$ cat config.mk
export PLATFORM = sky130hd
export DESIGN_NAME = freq_sweep_ctrl
export DESIGN_NICKNAME = d
export VERILOG_FILES = /design/src/rtl/freq_sweep_ctrl.sv
export SDC_FILE = /design/constraint.sdc
export NUM_CORES = 1
export LEC_CHECK = 0
export ABC_CLOCK_PERIOD_IN_PS = 5900
export CORE_MARGIN = 2
export CORE_UTILIZATION = 59
export CTS_BUF_LIST = sky130_fd_sc_hd__clkbuf_8 sky130_fd_sc_hd__clkbuf_16
export DETAILED_ROUTE_END_ITERATION = 8
export GPL_ROUTABILITY_DRIVEN = 0
export PLACE_DENSITY = 0.82
export SYNTH_ARGS = -nofsm -noshare
export SYNTH_HDL_FRONTEND = slang
export SYNTH_SLANG_ARGS = --single-unit
$ cat constraint.sdc
create_clock -name i_clk -period 5.9 [get_ports i_clk]
set_input_delay 1.475 -clock i_clk [delete_from_list [all_inputs] [get_ports i_clk]]
set_output_delay 1.475 -clock i_clk [all_outputs]
set_load 0.01 [all_outputs]
$ cat src/rtl/freq_sweep_ctrl.sv
// freq_sweep_ctrl: steps a phase-increment word between p_start and p_stop
// in single, sawtooth or triangle patterns, holding each value for dwell cycles.
`default_nettype none

module freq_sweep_ctrl #(
  parameter int P_W  = 13,
  parameter int DW_W = 16
) (
  input  logic            i_clk,
  input  logic            i_rst_n,
  input  logic            i_start,
  input  logic            i_abort,
  input  logic [1:0]      i_mode,
  input  logic [P_W-1:0]  i_p_start,
  input  logic [P_W-1:0]  i_p_stop,
  input  logic [P_W-1:0]  i_p_step,
  input  logic [DW_W-1:0] i_dwell,
  output logic [P_W-1:0]  o_p1,
  output logic            o_busy,
  output logic            o_step_strobe,
  output logic            o_done
);

  typedef enum logic [1:0] {
    S_IDLE   = 2'd0,
    S_UP     = 2'd1,
    S_DOWN   = 2'd2,
    S_FINISH = 2'd3
  } state_t;

  state_t          r_state, w_state_nx;
  logic [P_W-1:0]  r_p1, w_p1_nx;
  logic [DW_W-1:0] r_cnt, w_cnt_nx;
  logic            r_busy, w_busy_nx;
  logic            r_stb, w_stb_nx;
  logic            r_done, w_done_nx;
  logic            w_accept;

  logic [1:0]      r_mode;
  logic [P_W-1:0]  r_pstart, r_pstop, r_pstep;
  logic [DW_W-1:0] r_dwell;

  logic [DW_W-1:0] w_dwell_in;
  logic [P_W-1:0]  w_pstep_in;
  logic [P_W:0]    w_sum, w_floor;
  logic [P_W-1:0]  w_up_val, w_down_val;
  logic            w_expire, w_degenerate;

  // Zero dwell/step would stall the sweep, so both are promoted to 1.
  assign w_dwell_in   = (i_dwell == '0)  ? DW_W'(1) : i_dwell;
  assign w_pstep_in   = (i_p_step == '0) ? P_W'(1)  : i_p_step;

  assign w_sum        = {1'b0, r_p1} + {1'b0, r_pstep};
  assign w_floor      = {1'b0, r_pstart} + {1'b0, r_pstep};
  assign w_up_val     = (w_sum >= {1'b0, r_pstop}) ? r_pstop : w_sum[P_W-1:0];
  assign w_down_val   = ({1'b0, r_p1} < w_floor) ? r_pstart : (r_p1 - r_pstep);
  assign w_expire     = (r_cnt == DW_W'(1));
  assign w_degenerate = (r_pstop <= r_pstart);

  always_comb begin
    w_state_nx = r_state;
    w_p1_nx    = r_p1;
    w_cnt_nx   = r_cnt;
    w_busy_nx  = r_busy;
    w_stb_nx   = 1'b0;
    w_done_nx  = 1'b0;
    w_accept   = 1'b0;
    case (r_state)
      S_IDLE: begin
        if (i_start && !i_abort) begin
          w_accept   = 1'b1;
          w_state_nx = S_UP;
          w_p1_nx    = i_p_start;
          w_cnt_nx   = w_dwell_in;
          w_busy_nx  = 1'b1;
          w_stb_nx   = 1'b1;
        end
      end
      S_UP: begin
        if (i_abort) begin
          w_state_nx = S_IDLE;
          w_busy_nx  = 1'b0;
        end else if (!w_expire) begin
          w_cnt_nx = r_cnt - DW_W'(1);
        end else if (w_degenerate || (r_p1 == r_pstop && r_mode == 2'b00)) begin
          w_state_nx = S_FINISH;
          w_busy_nx  = 1'b0;
          w_done_nx  = 1'b1;
        end else begin
          w_cnt_nx = r_dwell;
          w_stb_nx = 1'b1;
          if (r_p1 == r_pstop) begin
            if (r_mode == 2'b01) begin
              w_p1_nx = r_pstart;
            end else begin
              w_state_nx = S_DOWN;
              w_p1_nx    = w_down_val;
            end
          end else begin
            w_p1_nx = w_up_val;
          end
        end
      end
      S_DOWN: begin
        if (i_abort) begin
          w_state_nx = S_IDLE;
          w_busy_nx  = 1'b0;
        end else if (!w_expire) begin
          w_cnt_nx = r_cnt - DW_W'(1);
        end else begin
          w_cnt_nx = r_dwell;
          w_stb_nx = 1'b1;
          if (r_p1 == r_pstart) begin
            w_state_nx = S_UP;
            w_p1_nx    = w_up_val;
          end else begin
            w_p1_nx = w_down_val;
          end
        end
      end
      S_FINISH: begin
        w_state_nx = S_IDLE;
        w_busy_nx  = 1'b0;
      end
      default: begin
        w_state_nx = S_IDLE;
        w_busy_nx  = 1'b0;
      end
    endcase
  end

  always_ff @(posedge i_clk or negedge i_rst_n) begin
    if (!i_rst_n) begin
      r_state <= S_IDLE;
      r_p1    <= '0;
      r_cnt   <= '0;
      r_busy  <= 1'b0;
      r_stb   <= 1'b0;
      r_done  <= 1'b0;
    end else begin
      r_state <= w_state_nx;
      r_p1    <= w_p1_nx;
      r_cnt   <= w_cnt_nx;
      r_busy  <= w_busy_nx;
      r_stb   <= w_stb_nx;
      r_done  <= w_done_nx;
    end
  end

  // Mode 11 is folded into single mode at latch time.
  always_ff @(posedge i_clk or negedge i_rst_n) begin
    if (!i_rst_n) begin
      r_mode   <= 2'b00;
      r_pstart <= '0;
      r_pstop  <= '0;
      r_pstep  <= '0;
      r_dwell  <= '0;
    end else if (w_accept) begin
      r_mode   <= (i_mode == 2'b11) ? 2'b00 : i_mode;
      r_pstart <= i_p_start;
      r_pstop  <= i_p_stop;
      r_pstep  <= w_pstep_in;
      r_dwell  <= w_dwell_in;
    end
  end

  assign o_p1          = r_p1;
  assign o_busy        = r_busy;
  assign o_step_strobe = r_stb;
  assign o_done        = r_done;

endmodule

`default_nettype wire

After elaboration in Yosys (flattened, before gate mapping)
Index checks and enable logic that the tools add are counted.
- register bits after elaboration: 91
- latch bits: 0
- RAM bits: 0
- memory bits (read-only): 0
- input port bits: 61
- memories: 0
- $add $sub $neg: 4
- $mul: 0
- divide/modulo/power cells: 0
- magnitude comparators: 3
- equal/unequal tests: 22
- shift operators: 0
- mux-type cells: 50
- bitwise logic cells: 0
- reductions and logical operators: 13
- operators by type and width (operator ; count):
    13-bit two-way mux ; 12
    16-bit two-way mux ; 7
    16-bit one-hot mux with 3 select lines ; 1
    13-bit one-hot mux with 3 select lines ; 1
    13-bit by 13-bit adder with 14-bit output ; 2
    13-bit equality test ; 2
    2-bit two-way mux ; 10
    16-bit by 1-bit equality test with 1-bit output (second input constant) ; 1
    16-bit logical NOT ; 1
    1-bit two-way mux ; 16
    16-bit by 1-bit subtractor with 16-bit output (second input constant) ; 1
    3-bit inequality test (second input constant) ; 5
    14-bit by 13-bit >= comparator with 1-bit output ; 1
    13-bit by 14-bit less-than comparator with 1-bit output ; 1
    2-bit inequality test (second input constant) ; 7
    13-bit less-or-equal comparator ; 1
    13-bit logical NOT ; 1
    13-bit subtractor ; 1
    4-bit inequality test (second input constant) ; 2
    2-bit one-hot mux with 4 select lines ; 1
    7-bit AND reduction ; 1
    2-bit equality test (second input constant) ; 3
    6-bit AND reduction ; 1
    5-bit AND reduction ; 1
    9 further kinds ; 12

Logic depth before layout (Yosys ltp)
- word-level depth: 9
- depth in mapped cells: 22
- mapped depth without buffers: 21

Worst setup path before layout
OpenSTA, ideal clock, no wires.
- kind: register to register
- start: reg r_pstart[0]
- end: reg r_p1[0] (netlist: o_p1[0])
- library setup time: 123 ps
- arrival time: 4271 ps
- data required time: 5777 ps
- slack: 1506 ps
- stages on the path, launching flop included: 22
- period minus slack after synthesis: 4394 ps
- cell sequence: dfrtp_1 ha_1 fa_1 a21o_1 a21oi_1 o21bai_1 a21oi_1 o21bai_1 nand2b_1 nand2_1 mux2i_1 a2111oi_0 ha_1 inv_1 o221ai_1 a31oi_1 nor3_2 nand2_2 buf_1 mux2i_1 o221ai_2 o221a_1
- longest elaborated chain between the ends: 9
- elaborated cells on any way between the ends: 17
- RTL lines (what ; RTL line ; source):
    start: declaration ; 40 ; logic [P_W-1:0] r_pstart, r_pstop, r_pstep;
    start signal: assignment ; 160 ; r_pstart <= i_p_start;
    13-bit by 13-bit adder with 14-bit output ; 54 ; assign w_floor = {1'b0, r_pstart} + {1'b0, r_pstep};
    13-bit by 14-bit less-than comparator with 1-bit output ; 56 ; assign w_down_val = ({1'b0, r_p1} < w_floor) ? r_pstart : (r_p1 - r_pstep);
    13-bit two-way mux ; 56 ;
    13-bit two-way mux ; 93 ; if (r_mode == 2'b01) begin
    13-bit two-way mux ; 92 ; if (r_p1 == r_pstop) begin
    13-bit two-way mux ; 85 ; end else if (w_degenerate || (r_p1 == r_pstop && r_mode == 2'b00)) begin
    13-bit two-way mux ; 83 ; end else if (!w_expire) begin
    13-bit two-way mux ; 80 ; if (i_abort) begin
    13-bit one-hot mux with 3 select lines ; 68 ; case (r_state)
    end signal: assignment ; 142 ; r_p1 <= w_p1_nx;
    end: declaration ; 32 ; logic [P_W-1:0] r_p1, w_p1_nx;
Parallel ways exist; a longest one is shown, timed or not. The select of a mux whose other input is x is not followed.
A chain may end at the register's enable or synchronous reset.

Worst setup path after layout
- start: reg r_pstart[0]
- end: reg r_p1[4] (netlist: o_p1[4])
Same word-level chain as after synthesis.

==> impl_metrics.env <==
export IMPL_ys_top_cells_by_count="91 x dfrtp_1, 82 x ha_1, 80 x nor2_1"
export IMPL_cts_path_max_buffers=2
export IMPL_stdcell_count=1115
export IMPL_yosysSeqAreaShare_pct=29.06
export IMPL_cp_data_required_time_ns=6.14
export IMPL_critPathTopFamily="compound AO/OA/AOI/OAI gates"
export IMPL_antenna_found_initial=0
export IMPL_postCtsSetupBuffers=0
export IMPL_area_growth_pct=14.47
export IMPL_core_sq_um=13090
export IMPL_status="completed"
export IMPL_clock_skew_ns=0.01016
export IMPL_synth_top_area_share_pct=29.06
export IMPL_preCtsSetupSlack_ns=0.8825
export IMPL_yosysMostFrequentCell="dfrtp_1"
export IMPL_synth_seq_cells=91
export IMPL_rows=42
export IMPL_fmax_mhz=196.5
export IMPL_async_flop_share_pct=100.0
export IMPL_drt_iter0_markers=402
export IMPL_cts_tree="done"
export IMPL_synth_top_cell_by_area="dfrtp_1"
export IMPL_clk_latency_ns=0.35
export IMPL_finalSetupTns_ns=0
export IMPL_critical_path_max_fanout=25
export IMPL_syn_inst=880
export IMPL_setup_viol=0
export IMPL_holdCritPathClass="register to register"
export IMPL_start_kind="register"
export IMPL_initial_utilization_pct=59.89
export IMPL_cp_slowest_cell="a2111oi_0"
export IMPL_die_h_um=119.2
export IMPL_synth_nets=1026
export IMPL_maxCapViolCount=0
export IMPL_grt_pass1_vias=6480
export IMPL_fillCellCount=1067
export IMPL_avgSynthCellArea_sq_um=8.905
export IMPL_worst_slew_pin_slew_ns=1.294
export IMPL_grt_total_usage_pct=28.04
export IMPL_synth_cell_type_count=61
export IMPL_worst_path_buf_inv=2
export IMPL_crit_type="register to register"
export IMPL_fin_crit_ns=5.089
export IMPL_cts_sinks=91
export IMPL_first_pass_iters=6
export IMPL_cts_buffers=9
export IMPL_syn_area_sq_um=7836
export IMPL_finalInstanceArea_sq_um=8970
export IMPL_ys_warnings_count=0
export IMPL_ctsResizeCount=0
export IMPL_ys_flop_type="dfrtp_1"
export IMPL_grt_pass1_wl_um=31550
export IMPL_ctsRootBufferMaster="clkbuf_16"
export IMPL_n_antenna_cell=0
export IMPL_overflow=0
export IMPL_hold_violations=0
export IMPL_drt_wl_total_um=19430
export IMPL_hpwl_um=14760
export IMPL_num_vias=6663
export IMPL_dieArea_sq_um=14220
export IMPL_cts_htree_levels=3
export IMPL_dpl_instance_area_sq_um=8705
export IMPL_ios=77
export IMPL_maxSlewHeadroom_pct=13.71
export IMPL_ant_nets=0
export IMPL_post_route_cells_drive_above_1_share_pct=10.22
export IMPL_critical_path_cell_chain="ha_1 -> fa_1 -> a21o_1 -> a21oi_1 -> o21bai_1 -> a21oi_1 -> o21bai_1 -> nand2b_1 -> nand2_1 -> mux2i_1 -> a2111oi_0 -> ha_1 -> inv_1 -> o221ai_1 -> a31oi_1 -> nor3_2 -> buf_4 -> nand2_2 -> mux2i_1 -> o221ai_2 -> o221a_1"
export IMPL_final_max_slew_viol_count=0
export IMPL_dp_cells=1101
export IMPL_synth_area_top_cells="dfrtp_1 29%, ha_1 13%, mux2_2 7.8%"
export IMPL_die_x_um=119.2
export IMPL_slowest_delay_ns=0.54
export IMPL_drc=0
export IMPL_path_clk_slew_ns=0.07
export IMPL_rsz0062_at_grt="false"
export IMPL_portBuffers=76
export IMPL_arrival_ns=5.33
export IMPL_post_route_period_util_pct=86.25
export IMPL_nets=1082
export IMPL_cp_end_kind="register"
export IMPL_worst_slack_ns=0.8110
export IMPL_grt_max_degree=61
export IMPL_synth_edf_count=0
export IMPL_cts_hold_buf=0
export IMPL_post_drt_wl_per_cell_um=17.43
export IMPL_drt_vias_per_instance=5.976
==> layer usage <==
layer	vias up	GRT usage (%)	part of all wire [%]	wire length, um
met4	0	9.152	2.7	522
met5	-	0	0	0
li1	3249	-	-	-
met2	232	48.56	49	9429
met3	44	5.651	6.3	1227
met1	3138	34.97	42	8253
==> through the flow <==
step           util [%]  hold slack (ns)
2_1_floorplan         -           0.4638
3_3_place_gp      66.52           0.4816
3_5_place_dp      66.52           0.4901
4_1_cts           68.55           0.5048
5_1_grt           68.55           0.5144
6_report          68.55           0.5046
==> area by class of cell <==
cell class	count	area (sq um)	area share, %
multi-input combinational	692	5175	57.69
sequential	91	2277	25.39
timing repair buffer	83	810.8	9.039
clock buffer	10	239.0	2.664
inverter	59	221.5	2.469
tap	176	220.2	2.455
clock inverter	4	26.28	0.2929
==> worst reg2reg max path: cells and delay by family, from the launching register on <==
family / cells / cell delay, ns
DFF: 1 / 0.46
and+or+nand+nor: 4 / 0.59
muxes: 2 / 0.44
buffers and inverters: 2 / 0.29
adders and majority gates: 3 / 1.08
AOI/OAI and AO/OA: 10 / 2.11
==> cells by family (layout without fill, tap and decap cells) <==
| kind of cell | after synthesis | in the layout | share of synthesized area [%] |
|---|---|---|---|
| AND/OR/NAND/NOR | 249 | 249 | 15.30 |
| AO/OA/AOI/OAI | 206 | 206 | 17.60 |
| buffers and inverters | 97 | 156 | 4.982 |
| flip-flops | 91 | 91 | 29.06 |
| adder cells (fa/ha/maj) | 85 | 85 | 13.86 |
| multiplexers | 85 | 85 | 11.72 |
| XOR/XNOR | 67 | 67 | 7.488 |
==> final timing paths <==
| path | startpoint | end | slack, ns | cells past startpoint |
|---|---|---|---|---|
| setup / recovery | r_pstart[0] | o_p1[4] | 0.81 | 21 |
| hold / removal | r_dwell[0] | r_dwell[0] | 0.50 | 2 |
| setup reg to reg | r_pstart[0] | o_p1[4] | 0.81 | 21 |
| hold reg to reg | r_dwell[0] | r_dwell[0] | 0.50 | 2 |
| max in group asynchronous | i_rst_n | r_pstep[7] | 3.71 | 2 |
| min in group asynchronous | i_rst_n | r_dwell[3] | 1.05 | 1 |
==> cell usage in the layout, fill, tap and decap left out, drive strengths merged, types with 2 or more instances in the layout <==
master	Yosys	routed
nor3	21	21
o221ai	9	9
nand2b	19	19
clkbuf	25	10
and2	2	2
a221oi	3	3
o41ai	2	2
nor3b	2	2
o22ai	3	3
nor2b	7	7
clkdlybuf4s50	0	75
mux2	54	54
xnor2	38	38
dfrtp	91	91
o211ai	10	10
nand2	71	71
o31ai	2	2
o221a	9	9
a2111oi	2	2
or3	11	11
nand3	13	13
a211oi	15	15
xor2	29	29
a21o	5	5
nor2	80	80
o21ai	64	64
o21a	5	5
a211o	3	3
ha	82	82
mux2i	31	31
a21oi	49	49
a31oi	11	11
buf	13	8
nor4	12	12
o21bai	6	6
fa	3	3
inv	59	62
nand4	8	8
==> state kept, by name, summed over array words and instances (netlist names), 2 cells and up <==
| signal | count |
|---|---|
| r_state | 2 |
| o_p1 | 13 |
| r_pstart | 13 |
| r_mode | 2 |
| r_cnt | 16 |
| r_pstep | 13 |
| r_pstop | 13 |
| r_dwell | 16 |
Power is not shown: default switching activity piles up to over one toggle a cycle in this logic, so the estimate is an artifact.
